===== src/rtl/alu_board_ctrl_if.sv =====
// rtl/alu_board_ctrl_if.sv - operand/result bundle between the board controller and the ALU
interface alu_board_ctrl_if;
    logic [31:0] alu_a;
    logic [31:0] alu_b;
    logic [3:0]  alu_op;
    logic        alu_cf;
    logic        alu_vf;
    logic        alu_sco;
    logic [31:0] alu_f;
    logic [3:0]  alu_nzcv;

    modport master (
        output alu_a, alu_b, alu_op, alu_cf, alu_vf, alu_sco,
        input  alu_f, alu_nzcv
    );

    modport slave (
        input  alu_a, alu_b, alu_op, alu_cf, alu_vf, alu_sco,
        output alu_f, alu_nzcv
    );
endinterface


===== src/rtl/alu_board_ctrl.sv =====
// rtl/alu_board_ctrl.sv - button/switch sequencer for the 32-bit ALU; ALU_CTRL_AUTOEXEC_EN makes every load also execute
module alu_board_ctrl #(
    parameter logic [19:0] DEBOUNCE_CYCLES = 20'd1000000,
    parameter logic [3:0]  SETTLE_CYCLES   = 4'd2
) (
    input  logic                    clk,
    input  logic                    rst,
    input  logic [31:0]             sw,
    input  logic [4:0]              btn,
    alu_board_ctrl_if.master        alu,
    output logic [31:0]             result,
    output logic [3:0]              nzcv,
    output logic                    busy,
    output logic                    done,
    output logic [1:0]              disp_sel,
    output logic [31:0]             disp_data
);
    typedef enum logic [1:0] {IDLE, SETTLE, CAPTURE} state_t;

    state_t            state, state_nx;
    logic [3:0]        settle_cnt, settle_cnt_nx;
    logic [4:0]        sync1, sync2, stable, stable_d, pulse;
    logic [4:0][19:0]  db_cnt;
    logic              idle, ld_a, ld_b, ld_op, go, start;

    // Synchronize, debounce and edge-detect all five buttons.
    always_ff @(posedge clk or posedge rst) begin
        if (rst) begin
            sync1    <= '0;
            sync2    <= '0;
            stable   <= '0;
            stable_d <= '0;
            pulse    <= '0;
            db_cnt   <= '0;
        end else begin
            sync1    <= btn;
            sync2    <= sync1;
            stable_d <= stable;
            pulse    <= stable & ~stable_d;
            for (int i = 0; i < 5; i++) begin
                if (sync2[i] == stable[i]) begin
                    db_cnt[i] <= '0;
                end else if (db_cnt[i] == DEBOUNCE_CYCLES - 20'd1) begin
                    db_cnt[i] <= '0;
                    stable[i] <= ~stable[i];
                end else begin
                    db_cnt[i] <= db_cnt[i] + 20'd1;
                end
            end
        end
    end

    always_ff @(posedge clk or posedge rst) begin
        if (rst) begin
            state      <= IDLE;
            settle_cnt <= '0;
        end else begin
            state      <= state_nx;
            settle_cnt <= settle_cnt_nx;
        end
    end

    // Lower-numbered buttons win; anything arriving mid-sequence is dropped.
    always_comb begin
        idle          = (state == IDLE);
        ld_a          = idle && pulse[0];
        ld_b          = idle && (pulse[1:0] == 2'b10);
        ld_op         = idle && (pulse[2:0] == 3'b100);
        go            = idle && (pulse[3:0] == 4'b1000);
`ifdef ALU_CTRL_AUTOEXEC_EN
        start         = go || ld_a || ld_b || ld_op;
`else
        start         = go;
`endif
        state_nx      = state;
        settle_cnt_nx = settle_cnt;
        case (state)
            IDLE: begin
                if (start) begin
                    state_nx      = SETTLE;
                    settle_cnt_nx = SETTLE_CYCLES;
                end
            end
            SETTLE: begin
                if (settle_cnt <= 4'd1) begin
                    state_nx = CAPTURE;
                end else begin
                    settle_cnt_nx = settle_cnt - 4'd1;
                end
            end
            CAPTURE: state_nx = IDLE;
            default: state_nx = IDLE;
        endcase
    end

`ifdef ALU_CTRL_AUTOEXEC_EN
    logic auto_seq;

    always_ff @(posedge clk or posedge rst) begin
        if (rst) begin
            auto_seq <= 1'b0;
        end else if (idle && start) begin
            auto_seq <= !go;
        end
    end
`endif

    always_ff @(posedge clk or posedge rst) begin
        if (rst) begin
            alu.alu_a   <= '0;
            alu.alu_b   <= '0;
            alu.alu_op  <= '0;
            alu.alu_cf  <= 1'b0;
            alu.alu_vf  <= 1'b0;
            alu.alu_sco <= 1'b0;
            result      <= '0;
            nzcv        <= '0;
            busy        <= 1'b0;
            done        <= 1'b0;
            disp_sel    <= '0;
            disp_data   <= '0;
        end else begin
            busy <= (state_nx != IDLE);
            done <= (state == CAPTURE);
            if (ld_a) alu.alu_a <= sw;
            if (ld_b) alu.alu_b <= sw;
            if (ld_op) begin
                alu.alu_op  <= sw[31:28];
                alu.alu_cf  <= sw[27];
                alu.alu_vf  <= sw[26];
                alu.alu_sco <= sw[25];
            end
            if (state == CAPTURE) begin
                result <= alu.alu_f;
                nzcv   <= alu.alu_nzcv;
            end
`ifdef ALU_CTRL_AUTOEXEC_EN
            if (state == CAPTURE && auto_seq) begin
                disp_sel <= 2'd2;
            end else
`endif
            if (pulse[4]) begin
                disp_sel <= (disp_sel == 2'd2) ? 2'd0 : disp_sel + 2'd1;
            end
            case (disp_sel)
                2'd0:    disp_data <= alu.alu_a;
                2'd1:    disp_data <= alu.alu_b;
                default: disp_data <= result;
            endcase
        end
    end
endmodule

===== src/flat_wrapper.sv =====
// flat-port wrapper written by rule: the top's interface ports become plain ports
module alu_board_ctrl_flat 
#(
    parameter logic [19:0] DEBOUNCE_CYCLES = 20'd1000000,
    parameter logic [3:0]  SETTLE_CYCLES   = 4'd2
)
  (clk, rst, sw, btn, result, nzcv, busy, done, disp_sel, disp_data, alu_alu_a, alu_alu_b, alu_alu_op, alu_alu_cf, alu_alu_vf, alu_alu_sco, alu_alu_f, alu_alu_nzcv);
  alu_board_ctrl_if alu_i ();
  input  logic clk;
  input  logic rst;
  input  logic [31:0] sw;
  input  logic [4:0] btn;
  output logic [31:0] result;
  output logic [3:0] nzcv;
  output logic busy;
  output logic done;
  output logic [1:0] disp_sel;
  output logic [31:0] disp_data;
  output wire logic [$bits(alu_i.alu_a)-1:0] alu_alu_a;
  output wire logic [$bits(alu_i.alu_b)-1:0] alu_alu_b;
  output wire logic [$bits(alu_i.alu_op)-1:0] alu_alu_op;
  output wire logic [$bits(alu_i.alu_cf)-1:0] alu_alu_cf;
  output wire logic [$bits(alu_i.alu_vf)-1:0] alu_alu_vf;
  output wire logic [$bits(alu_i.alu_sco)-1:0] alu_alu_sco;
  input wire logic [$bits(alu_i.alu_f)-1:0] alu_alu_f;
  input wire logic [$bits(alu_i.alu_nzcv)-1:0] alu_alu_nzcv;
  assign alu_alu_a = alu_i.alu_a;
  assign alu_alu_b = alu_i.alu_b;
  assign alu_alu_op = alu_i.alu_op;
  assign alu_alu_cf = alu_i.alu_cf;
  assign alu_alu_vf = alu_i.alu_vf;
  assign alu_alu_sco = alu_i.alu_sco;
  assign alu_i.alu_f = alu_alu_f;
  assign alu_i.alu_nzcv = alu_alu_nzcv;
  alu_board_ctrl #(.DEBOUNCE_CYCLES(DEBOUNCE_CYCLES), .SETTLE_CYCLES(SETTLE_CYCLES)) u_core (.clk(clk), .rst(rst), .sw(sw), .btn(btn), .alu(alu_i), .result(result), .nzcv(nzcv), .busy(busy), .done(done), .disp_sel(disp_sel), .disp_data(disp_data));
endmodule

===== config.mk =====
export PLATFORM = sky130hd
export DESIGN_NAME = alu_board_ctrl_flat
export DESIGN_NICKNAME = d
export VERILOG_FILES = /design/src/rtl/alu_board_ctrl_if.sv /design/src/rtl/alu_board_ctrl.sv /design/src/flat_wrapper.sv
export SDC_FILE = /design/constraint.sdc
export NUM_CORES = 1
export LEC_CHECK = 0
export ABC_CLOCK_PERIOD_IN_PS = 10600
export CAP_MARGIN = 10
export CORE_MARGIN = 2
export CORE_UTILIZATION = 40
export DETAILED_ROUTE_END_ITERATION = 16
export SETUP_SLACK_MARGIN = 0.3
export SYNTH_ARGS = -nofsm -noshare
export SYNTH_HDL_FRONTEND = slang
export SYNTH_SLANG_ARGS = --single-unit

===== constraint.sdc =====
create_clock -name clk -period 10.6 [get_ports clk]
set_input_delay 2.12 -clock clk [delete_from_list [all_inputs] [get_ports clk]]
set_output_delay 2.12 -clock clk [all_outputs]
set_load 0.02 [all_outputs]

==> metrics.yaml <==
routed_via_density: 5.02
netlist.area_leader.share_pct: 58.9
die_h_um: 175
yosysWarnings: 0
clkLatencyLatePin_ns: 0.57
yosysSeqAreaShare_pct: 58.9
synth_fp_nets: 1051
setup.worst_path.end_class: "primary output"
clk_pin_slew_worst_paths_ns: 0.06
power_mw: 2.26
powerDensity_mw_per_mm2: 148
r2r_setup_slack_ns: 8.27
rr_startpoint: "u_core.db_cnt[52]"
crit_chain: "clkdlybuf4s50_1"
synth_top_cells_by_area: "dfrtp_1, mux2_2, xnor2_1"
yosysTopAreaCell: "dfrtp_1"
mostFrequentLayoutCell: "dfrtp_1"
via_count: 8026
grt_antenna_before_repair: 1
critPathKind: "flop to primary output"
ys_types: 51
cts_buffers: 31
area_growth_pct: 31.6
skew_ns: 0.0172
place_congestion: 0.758
hold_violations: 0
drc: 0
cts_tree: "built"
hold_depth: 0
fmax_mhz: 268
clockRootBuffer: "clkbuf_16"
reg2reg_to: "u_core.db_cnt[56]"
ir_drop_mv: 0.121
grt.total_usage_pct: 17.6
dieArea_mm2: 0.0305
clockBufferDepth: 3
hold_end: "u_core.sync2[0]"
crit_buf_inv: 1
tightestPinTransition_ns: 0.941
min_period_ns: 3.73
post-dp-hpwl_um: 18100
drt_iter0_markers: 381
grt_pass1_vias: 7879
crit_arrival_ns: 1.61
dr.pass1.iters: 4
hold_path_class: "flop to flop"
wire_per_inst_um: 16.7
synthArstFlopShare_pct: 100
drive_gt1_share_pct: 15.9
numClockSinks: 274
drt_wl_total_um: 26700
cts_setup_buffers: 0
rows: 62
ctsHoldBuffers: 0
leakagePower_nw: 6.56
ys_ff_latch: 274
min_from: "u_core.sync1[0]"
h-tree-depth: 1
syn_avg_cell_area_um2: 12.0
synth_cells: 969
grt_pass1_wl_um: 43600
outcome: "completed"
start_util_pct: 40.5
synth_edf_count: 0
rsz0062_at_grt: "no"
setup_viol: 0
slew_headroom_pct: 37.3
fillers: 2561
synth_flop_cell: "dfrtp_1"
max_stage_delay_ns: 0.63
crit_fanout: 3
cts_resized: 0
cpLargestDelayFamily: "buffers and inverters"
r2r_cells: 4
antenna_left: 0
die_x_um: 175
coreArea_mm2: 0.0287
grt_max_degree: 137
grt_overflow: 0
crit_slowest_cell: "clkdlybuf4s50_1"
io_pins: 218
worst_setup_path_start_kind: "flop"
final_cell_mix: "dfrtp_1, clkdlybuf4s50_1, mux2_2, nor2_1, nand2_1"
maxCapViolations: 0
critPathRequiredTime_ns: 8.48
fin_crit_sh_pct: 35.2
drv_slew: 0
syn_area_mm2: 0.0116
port_buffers: 217
fin_tns_setup_ns: 0
nets: 1275
==> layout make-up <==
type                            instances  area (um2)  area share (%)
Inverter                               20        82.6           0.539
Clock inverter                         12         203            1.32
Antenna cell                            1        2.50          0.0163
Tap cell                              384         480            3.14
Clock buffer                           43         881            5.75
Sequential cell                       274        6860            44.8
Multi-Input combinational cell        640        4560            29.8
Timing Repair Buffer                  226        2240            14.6
==> worst register-to-register path: stages (launching register included) <==
cell,delay (ns)
dfrtp_1,0.42
or4_1,0.54
or4_4,0.57
o21ai_4,0.46
o21ba_2,0.24
==> registers in the layout, indices dropped and copies added (netlist names), 4 cells and up <==
name and flops:
u_core.db_cnt 100, u_core.alu.alu_a 32, u_core.alu.alu_b 32, u_core.disp_data 32, u_core.result 32, u_core.pulse 5
u_core.stable 5, u_core.stable_d 5, u_core.sync1 5, u_core.sync2 5, u_core.alu.alu_op 4, u_core.nzcv 4
u_core.settle_cnt 4
==> stage by stage <==
| step | cell area (um2) | cells | hold slack (ns) | util, % | setup WS [ns] |
|---|---|---|---|---|---|
| after global routing | 15300 | 1600 | 0.362 | 53.3 | 6.54 |
| after floorplan | 11600 | 969 | 0.331 | - | 0.928 |
| after CTS | 15300 | 1599 | 0.357 | 53.3 | 6.77 |
| after detailed placement | 14200 | 1544 | 0.343 | 49.6 | 6.17 |
| after global placement | 14200 | 1544 | 0.337 | 49.6 | 6.17 |
| final | 15300 | 1600 | 0.351 | 53.3 | 6.87 |
==> cell usage after synthesis (4+ instances only) <==
master / count
dfrtp_1: 274
mux2_2: 112
nor2_1: 91
nand2_1: 59
o21ai_0: 49
xnor2_1: 43
mux2i_1: 37
nand3_1: 35
xor2_1: 29
nand4_1: 28
clkbuf_1: 25
a21oi_1: 20
inv_1: 20
nor4_1: 19
nor3_1: 16
and3_1: 14
or4_1: 12
o31ai_1: 8
or3_1: 8
ha_1: 7
nor2b_1: 7
buf_2: 5
and2_1: 4
and4_1: 4
==> cells by family (layout without fill, tap and decap cells) <==
family / after synthesis / in the layout / share of synthesized area (%)
buf+inv: 55 / 301 / 2.03
flops: 274 / 274 / 58.9
other cells: 0 / 1 / 0
mux: 149 / 149 / 14.0
xor+xnor: 72 / 72 / 5.42
simple gates: 323 / 323 / 14.3
compound gates: 89 / 89 / 4.52
fa+ha+maj: 7 / 7 / 0.753
==> power breakdown <==
group / total [mW] / switching (mW) / leakage [nW] / internal (mW)
combinational: 0.0730 / 0.0392 / 2.26 / 0.0338
sequential: 1.06 / 0.00677 / 3.77 / 1.05
clock: 1.12 / 0.425 / 0.532 / 0.699
total: 2.26 / 0.471 / 6.56 / 1.79
==> how the worst max path moves through the flow <==
stage                                  from                   end  slack (ns)  cells after the start
after detailed placement                rst     u_core.result[16]        6.17                      3
after global placement                  rst  u_core.disp_data[22]        6.17                      3
after CTS                               rst      u_core.db_cnt[8]        6.77                      3
after floorplan                         rst   u_core.alu.alu_a[0]        0.93                      1
after global routing                    rst     u_core.db_cnt[39]        6.54                      3
final                     u_core.result[26]            result[26]        6.87                      1
==> routing by layer <==
| layer | GRT usage [%] | wire (um) |
|---|---|---|
| met1 | 24.8 | 12400 |
| met2 | 28.2 | 12300 |
| met3 | 3.35 | 1380 |
| met4 | 4.44 | 640 |
| met5 | 0 | 0 |
Note: power is estimated with default switching activity, not from simulation.
